==> config.mk <==
export PLATFORM = sky130hd
export DESIGN_NAME = counter_ctrl
export DESIGN_NICKNAME = d
export VERILOG_FILES = /design/src/rtl/counter_ctrl_pkg.sv /design/src/rtl/strobe_div.sv /design/src/rtl/counter_ctrl.sv
export SDC_FILE = /design/constraint.sdc
export NUM_CORES = 1
export LEC_CHECK = 0
export CORE_MARGIN = 1
export CORE_UTILIZATION = 25
export CTS_CLUSTER_DIAMETER = 40
export CTS_CLUSTER_SIZE = 24
export DETAILED_ROUTE_END_ITERATION = 12
export GPL_TIMING_DRIVEN = 0
export PLACE_DENSITY_LB_ADDON = 0.3
export REMOVE_ABC_BUFFERS = 1
export SYNTH_ARGS = -nofsm -noshare
export SYNTH_HDL_FRONTEND = slang
export SYNTH_HIERARCHICAL = 1
export SYNTH_SLANG_ARGS = --single-unit
==> constraint.sdc <==
create_clock -name clk -period 3.08 [get_ports clk]
set_clock_uncertainty 0.15 [all_clocks]
set_input_delay 0.77 -clock clk [delete_from_list [all_inputs] [get_ports clk]]
set_output_delay 0.77 -clock clk [all_outputs]
set_load 0.01 [all_outputs]
==> src/rtl/counter_ctrl_pkg.sv <==
// counter_ctrl_pkg
// Shared definitions for the timer controller: the FSM state encoding and
// its width. Imported by counter_ctrl.
package counter_ctrl_pkg;

    localparam int STATE_W = 2;

    typedef enum logic [STATE_W-1:0] {
        ST_IDLE = 2'd0,
        ST_LOAD = 2'd1,
        ST_RUN  = 2'd2,
        ST_DONE = 2'd3
    } state_t;

endpackage

==> src/rtl/strobe_div.sv <==
// strobe_div
// Prescaler for the timer. While run is high, it counts 0..div and then wraps
// to 0. strobe is high in the cycle where the count equals div, so the
// attached counter advances once every div+1 run cycles.
// Ports:
//   clk    - clock, rising edge
//   rst    - asynchronous active-low reset
//   clr    - synchronous clear of the prescale count (issued on an accepted start)
//   run    - count enable (timer in RUN)
//   div    - terminal prescale value
//   strobe - one-cycle advance pulse (combinational)
module strobe_div #(
    parameter int DIV_W = 4
) (
    input  logic             clk,
    input  logic             rst,
    input  logic             clr,
    input  logic             run,
    input  logic [DIV_W-1:0] div,
    output logic             strobe
);

    localparam logic [DIV_W-1:0] CNT_ZERO = DIV_W'(0);
    localparam logic [DIV_W-1:0] CNT_ONE  = DIV_W'(1);

    logic [DIV_W-1:0] pre_cnt_r;
    logic             wrap_s;

    // Terminal detect and strobe decode
    always_comb begin
        wrap_s = (pre_cnt_r == div);
        strobe = run && wrap_s;
    end

    // Prescale counter: clear on start, wrap at div while running, else hold
    always_ff @(posedge clk or negedge rst) begin
        if (!rst) begin
            pre_cnt_r <= CNT_ZERO;
        end else if (clr) begin
            pre_cnt_r <= CNT_ZERO;
        end else if (run) begin
            if (wrap_s) begin
                pre_cnt_r <= CNT_ZERO;
            end else begin
                pre_cnt_r <= pre_cnt_r + CNT_ONE;
            end
        end else begin
            pre_cnt_r <= pre_cnt_r;
        end
    end

endmodule

==> src/rtl/counter_ctrl.sv <==
// counter_ctrl
// Timer controller sitting upstream of a loadable counter. On an accepted
// start it latches the run configuration, loads start_val into the counter,
// then lets the counter advance once per prescale period until cnt_out
// reaches end_val. One-shot runs finish in DONE; auto-reload runs reload the
// counter in the terminal cycle and keep running.
// Ports:
//   clk, rst   - clock and asynchronous active-low reset
//   start/stop - single-cycle run request / abort (stop has priority)
//   mode       - 0 one-shot, 1 auto-reload
//   start_val, end_val, prescale - run configuration, latched on start
//   cnt_out    - counter value fed back
//   cnt_in, load, enab - counter controls
//   busy, tick, done   - status to downstream logic
module counter_ctrl
    import counter_ctrl_pkg::*;
#(
    parameter int WIDTH      = 5,
    parameter int PRESCALE_W = 4
) (
    input  logic                  clk,
    input  logic                  rst,
    input  logic                  start,
    input  logic                  stop,
    input  logic                  mode,
    input  logic [WIDTH-1:0]      start_val,
    input  logic [WIDTH-1:0]      end_val,
    input  logic [PRESCALE_W-1:0] prescale,
    input  logic [WIDTH-1:0]      cnt_out,
    output logic [WIDTH-1:0]      cnt_in,
    output logic                  load,
    output logic                  enab,
    output logic                  busy,
    output logic                  tick,
    output logic                  done
);

    state_t                state_r;
    state_t                state_nxt_s;
    logic                  mode_r;
    logic [WIDTH-1:0]      start_val_r;
    logic [WIDTH-1:0]      end_val_r;
    logic [PRESCALE_W-1:0] prescale_r;

    logic                  accept_start_s;
    logic                  run_s;
    logic                  strobe_s;
    logic                  hit_s;

    strobe_div #(
        .DIV_W (PRESCALE_W)
    ) u_strobe_div (
        .clk    (clk),
        .rst    (rst),
        .clr    (accept_start_s),
        .run    (run_s),
        .div    (prescale_r),
        .strobe (strobe_s)
    );

    // Start acceptance and terminal-count detect
    always_comb begin
        accept_start_s = start && !stop &&
                         ((state_r == ST_IDLE) || (state_r == ST_DONE));
        run_s          = (state_r == ST_RUN);
        hit_s          = strobe_s && (cnt_out == end_val_r);
    end

    // Counter controls; stop masks every action in its cycle.
    // In auto-reload the terminal cycle reloads instead of incrementing,
    // so load and enab stay mutually exclusive.
    always_comb begin
        load = 1'b0;
        enab = 1'b0;
        tick = 1'b0;
        if (stop) begin
            load = 1'b0;
            enab = 1'b0;
            tick = 1'b0;
        end else begin
            load = (state_r == ST_LOAD) || (hit_s && mode_r);
            enab = strobe_s && !hit_s;
            tick = hit_s;
        end
    end

    // Status decode from state only
    always_comb begin
        busy   = (state_r == ST_LOAD) || (state_r == ST_RUN);
        done   = (state_r == ST_DONE);
        cnt_in = start_val_r;
    end

    // Next-state logic
    always_comb begin
        state_nxt_s = state_r;
        case (state_r)
            ST_IDLE: begin
                if (accept_start_s) begin
                    state_nxt_s = ST_LOAD;
                end else begin
                    state_nxt_s = ST_IDLE;
                end
            end
            ST_LOAD: begin
                if (stop) begin
                    state_nxt_s = ST_IDLE;
                end else begin
                    state_nxt_s = ST_RUN;
                end
            end
            ST_RUN: begin
                if (stop) begin
                    state_nxt_s = ST_IDLE;
                end else if (hit_s && !mode_r) begin
                    state_nxt_s = ST_DONE;
                end else begin
                    state_nxt_s = ST_RUN;
                end
            end
            ST_DONE: begin
                if (accept_start_s) begin
                    state_nxt_s = ST_LOAD;
                end else begin
                    state_nxt_s = ST_DONE;
                end
            end
            default: begin
                state_nxt_s = ST_IDLE;
            end
        endcase
    end

    // State register
    always_ff @(posedge clk or negedge rst) begin
        if (!rst) begin
            state_r <= ST_IDLE;
        end else begin
            state_r <= state_nxt_s;
        end
    end

    // Configuration latch: captured only on an accepted start, frozen mid-run
    always_ff @(posedge clk or negedge rst) begin
        if (!rst) begin
            mode_r      <= 1'b0;
            start_val_r <= WIDTH'(0);
            end_val_r   <= WIDTH'(0);
            prescale_r  <= PRESCALE_W'(0);
        end else if (accept_start_s) begin
            mode_r      <= mode;
            start_val_r <= start_val;
            end_val_r   <= end_val;
            prescale_r  <= prescale;
        end else begin
            mode_r      <= mode_r;
            start_val_r <= start_val_r;
            end_val_r   <= end_val_r;
            prescale_r  <= prescale_r;
        end
    end

endmodule

# Yosys cells after proc, flatten, opt, wreduce, memory -nomap -nowiden
# Cells that the tools add are included.
[totals] word_cells=39 inputBits=24 reg_bits=21
[classes] muxes=12 reduce_logical=15 n_eq_ne=5 n_addsub=1
[op_table] cell="$mux 4" n=3
[op_table] cell="$pmux 2 s4" n=1
[op_table] cell="$logic_and 1x1->1" n=7
[op_table] cell="$mux 2" n=3
[op_table] cell="$eq 5x5->1" n=1
[op_table] cell="$mux 1" n=5
[op_table] cell="$add 4x1->4 const B" n=1
[op_table] cell="$eq 2x2->1 const B" n=2
[op_table] cell="$eq 4x4->1" n=1
[op_table] cell="$logic_not 1->1" n=3
[op_table] cell="$logic_or 1x1->1" n=3
[op_table] cell="$eq 2x1->1 const B" n=1
[op_table] cell="$logic_not 2->1" n=1
[op_table] cell="$reduce_bool 2->1" n=1

# Longest topological paths before layout
[logic_depth] word_depth=7 ltp_mapped=8 mapped_depth_nobuf=6

# By module
# The synthesis kept the hierarchy.
[modules_own_cells] mod="counter_ctrl" instances=1 area_per_inst_um2=815.8 cells_each=61
[modules_own_cells] mod="strobe_div" instances=1 area_per_inst_um2=279.0 cells_each=28

# Worst setup path before layout
# No wires, ideal clock.
[synth_path] path_type="reg2out" from="register u_strobe_div.pre_cnt_r[1]" to="output load" path_stages_with_launch=6 n_path_buf=0 t_arrival_ns=1.795 setup_slack_ns=0.365 required_time_ns=2.160 cell_sequence="dfrtp_1 -> xor2_1 -> nor4_2 -> and2_1 -> nand2b_4 -> o41ai_1"
[synth_via] elab_chain_cells=6
[synth_lines] element="start: declaration" line="strobe_div.sv:26" rtl="logic [DIV_W-1:0] pre_cnt_r;"
[synth_lines] element="start signal: assignment" line="strobe_div.sv:45" rtl="pre_cnt_r <= pre_cnt_r + CNT_ONE;"
[synth_lines] element="start signal: assignment" line="strobe_div.sv:48" rtl="pre_cnt_r <= pre_cnt_r;"
[synth_lines] element="$eq 4x4->1" line="strobe_div.sv:31" rtl="wrap_s = (pre_cnt_r == div);"
[synth_lines] element="$logic_and 1x1->1" line="strobe_div.sv:32" rtl="strobe = run && wrap_s;"
[synth_lines] element="net strobe_s" line="counter_ctrl.sv:47" rtl="logic strobe_s;"
[synth_lines] element="$logic_and 1x1->1" line="counter_ctrl.sv:66" rtl="hit_s = strobe_s && (cnt_out == end_val_r);"
[synth_lines] element="$logic_and 1x1->1" line="counter_ctrl.sv:81" rtl="load = (state_r == ST_LOAD) || (hit_s && mode_r);"
[synth_lines] element="$logic_or 1x1->1" line="counter_ctrl.sv:81"
[synth_lines] element="$mux 1" line="counter_ctrl.sv:76" rtl="if (stop) begin"
[synth_lines] element="end: declaration" line="counter_ctrl.sv:31" rtl="output logic load,"
# The timed path passes the listed nets, and every way through them passes these cells.

# Worst setup path after layout
[layout_path] from="input cnt_out[3]" to="output enab"
[layout_via] elab_chain_cells=5
[layout_lines] element="start: declaration" line="counter_ctrl.sv:29" rtl="input logic [WIDTH-1:0] cnt_out,"
[layout_lines] element="$eq 5x5->1" line="counter_ctrl.sv:66"
[layout_lines] element="$logic_and 1x1->1" line="counter_ctrl.sv:66"
[layout_lines] element="$logic_not 1->1" line="counter_ctrl.sv:82" rtl="enab = strobe_s && !hit_s;"
[layout_lines] element="$logic_and 1x1->1" line="counter_ctrl.sv:82"
[layout_lines] element="$mux 1" line="counter_ctrl.sv:76"
[layout_lines] element="end: declaration" line="counter_ctrl.sv:32" rtl="output logic enab,"
# No other way between the ends.

==> results.sh <==
export IMPL_status="finished, final reports clean"
export IMPL_final_cell_mix="clkdlybuf4s50_1, dfrtp_1, mux2_2"
export IMPL_clk_pin_slew_ns=0.07
export IMPL_finalNetCount=156
export IMPL_power_switching_mw=0.193
export IMPL_setup_slack_ns=0.113
export IMPL_fmax_ghz=0.337
export IMPL_clk_path_buf_depth=2
export IMPL_syn_inst=89
export IMPL_drt_antenna_violating_nets=0
export IMPL_holdWs_ns=0.357
export IMPL_start_kind="input port"
export IMPL_grt_use_total_pct=11.2
export IMPL_clock_latency_ns=0.26
export IMPL_synthArstFlopShare_pct=100
export IMPL_rsz0062_at_grt="false"
export IMPL_die_h_um=68.2
export IMPL_p_int_mw=0.529
export IMPL_dp_slack_ns=-0.394
export IMPL_p_clk_share_pct=24.9
export IMPL_cts_made_buffers=3
export IMPL_finalCritPeriodShare_pct=96.3
export IMPL_power_density_mw_per_mm2=459
export IMPL_grt_max_degree=22
export IMPL_final_common_cell="clkdlybuf4s50_1"
export IMPL_io_pins=34
export IMPL_netlist_area_mm2=0.00109
export IMPL_cp_data_required_time_ns=2.16
export IMPL_antenna_found_initial=0
export IMPL_yosys_warnings=6
export IMPL_dpl_hpwl_um=1640
export IMPL_slew_violations=0
export IMPL_vias=802
export IMPL_ir_worst_vdd_mv=0.147
export IMPL_p_seq_share_pct=48.0
export IMPL_p_comb_share_pct=27.2
export IMPL_port_buffers=33
export IMPL_maxCapViolCount=0
export IMPL_power_share_switching_pct=26.7
export IMPL_n_antenna_cell=0
export IMPL_syn_area_per_cell_um2=12.3
export IMPL_synth_ff_type="dfrtp_1"
export IMPL_arrival_ns=2.05
export IMPL_min_period_ns=2.97
export IMPL_maxSlewHeadroom_pct=33.2
export IMPL_setup_viol=0
export IMPL_grt_pass1_wl_um=3750
export IMPL_clock_sinks=21
export IMPL_worst_slew_pin_slew_ns=0.998
export IMPL_drive_above_1_share_pct=25.4
export IMPL_wl_per_cell_um=12.7
export IMPL_drtPass1Iterations=4
export IMPL_drcViolationCount=0
export IMPL_cts_hold_buf=0
export IMPL_grt_overflow_total=0
export IMPL_root_buffer="clkbuf_8"
export IMPL_wl_um=2240
export IMPL_cts_tree="built"
export IMPL_drtIter0Drc=38
export IMPL_ctsHtreeMaxLevel=1
export IMPL_vias_per_cell=4.56
export IMPL_dieArea_mm2=0.00465
export IMPL_crit_path_end_kind="primary output"
export IMPL_p_leak_nw=0.648
export IMPL_start_util_pct=26.6
export IMPL_synth_seq_cells=21
export IMPL_rows=23
export IMPL_crit_type="in2out"
export IMPL_globalplace_congestion=0.745
export IMPL_cp_max_fo=4
export IMPL_grt_pass1_vias=813
export IMPL_hold_violations=0
export IMPL_fp_dieW_um=68.2
export IMPL_hp_class="reg2reg"
export IMPL_areaGrowthSynthToFinish_pct=43.7
export IMPL_core_area_mm2=0.00412
export IMPL_seq_area_frac_synth_pct=48.0
export IMPL_synth_edff_count=0
export IMPL_yosysUniqueCellTypes=29
sequential cells by signal, summed over array words and instances (netlist names):
register	count
prescale_r	4
cnt_in	5
mode_r	1
u_strobe_div/pre_cnt_r	4
end_val_r	5
state_r	2
area by class of cell:
cell class,instances,area (um^2)
Fill cell,412,2540
Tap cell,50,62.6
Multi-Input combinational cell,61,576
Sequential cell,21,526
Timing Repair Buffer,36,349
Clock buffer,4,45.0
Inverter,4,15.0
Yosys cell counts (all sizes together), types with 2 or more instances:
master	instances	area (um^2)
inv	4	15.0
nor2	2	7.51
dfrtp	21	526
mux2	15	169
o32ai	2	17.5
mux2i	2	20.0
xor2	4	35.0
buf	3	17.5
nand3	2	10.0
xnor2	5	43.8
ha	5	62.6
nand2b	5	38.8
nand2	5	18.8
worst paths after layout:
| kind | from | to | slack [ns] | cells after the start |
|---|---|---|---|---|
| min in group asynchronous | rst | prescale_r[2]$_DFFE_PN0P_ | 0.90 | 1 |
| max | cnt_out[3] | enab | 0.11 | 5 |
| min | cnt_in[1]$_DFFE_PN0P_ | cnt_in[1]$_DFFE_PN0P_ | 0.36 | 1 |
| min reg2reg | cnt_in[1]$_DFFE_PN0P_ | cnt_in[1]$_DFFE_PN0P_ | 0.36 | 1 |
| max in group asynchronous | rst | u_strobe_div/pre_cnt_r[0]$_DFFE_PN0P_ | 1.28 | 1 |
| max reg2reg | state_r[0]$_DFF_PN0_ | end_val_r[2]$_DFFE_PN0P_ | 0.63 | 5 |
power by group through the flow:
| stage | Clock (mW) | Combinational (mW) | Sequential (mW) |
|---|---|---|---|
| floorplan | 0 | 0.0918 | 0.352 |
| global placement | 0 | 0.174 | 0.351 |
| detailed placement | 0 | 0.180 | 0.352 |
| CTS | 0.188 | 0.197 | 0.347 |
| global route | 0.200 | 0.212 | 0.353 |
| finish | 0.180 | 0.196 | 0.346 |
cell families after synthesis:
group                      share of synthesized area, %
DFF                                                48.0
and+or+nand+nor                                    11.3
AOI/OAI and AO/OA                                  7.54
adders and majority gates                          5.71
muxes                                              17.3
buffers and inverters                              2.97
xor gates and xnor gates                           7.20
critical path, stage by stage:
cell and delay (ns):
clkdlybuf4s50_1 0.50, xnor2_2 0.12, nand3_2 0.15, o21ba_2 0.23
dlygate4sd2_1 0.28
metal layers:
layer | wire [um] | vias to the layer above | part of all wire [%] | global-route usage, %
li1 | - | 386 | - | -
met1 | 1020 | 397 | 46 | 14.3
met2 | 1110 | 15 | 50 | 17.9
met3 | 50 | 4 | 2.2 | 1.00
met4 | 50 | 0 | 2.2 | 7.03
met5 | 0 | - | 0 | 0
through the flow:
step	instances	area (um^2)	TNS [ns]	utilization [%]	total power [mW]
floorplan	86	1080	-0.231	-	0.444
global placement	169	1470	-27.24	35.7	0.525
detailed placement	170	1490	-0.725	36.1	0.532
CTS	176	1570	0	38.1	0.732
global route	176	1570	0	38.2	0.766
finish	176	1570	0	38.2	0.722
what timing repair did:
item / CTS / global route
setup endpoints to repair: 3 / 1
pin swaps: 2 / 0
gates resized for setup: 8 / 3
hold endpoints to repair: 0 / 0
setup buffers: 2 / 0
Power figures use the tool's default switching activity.
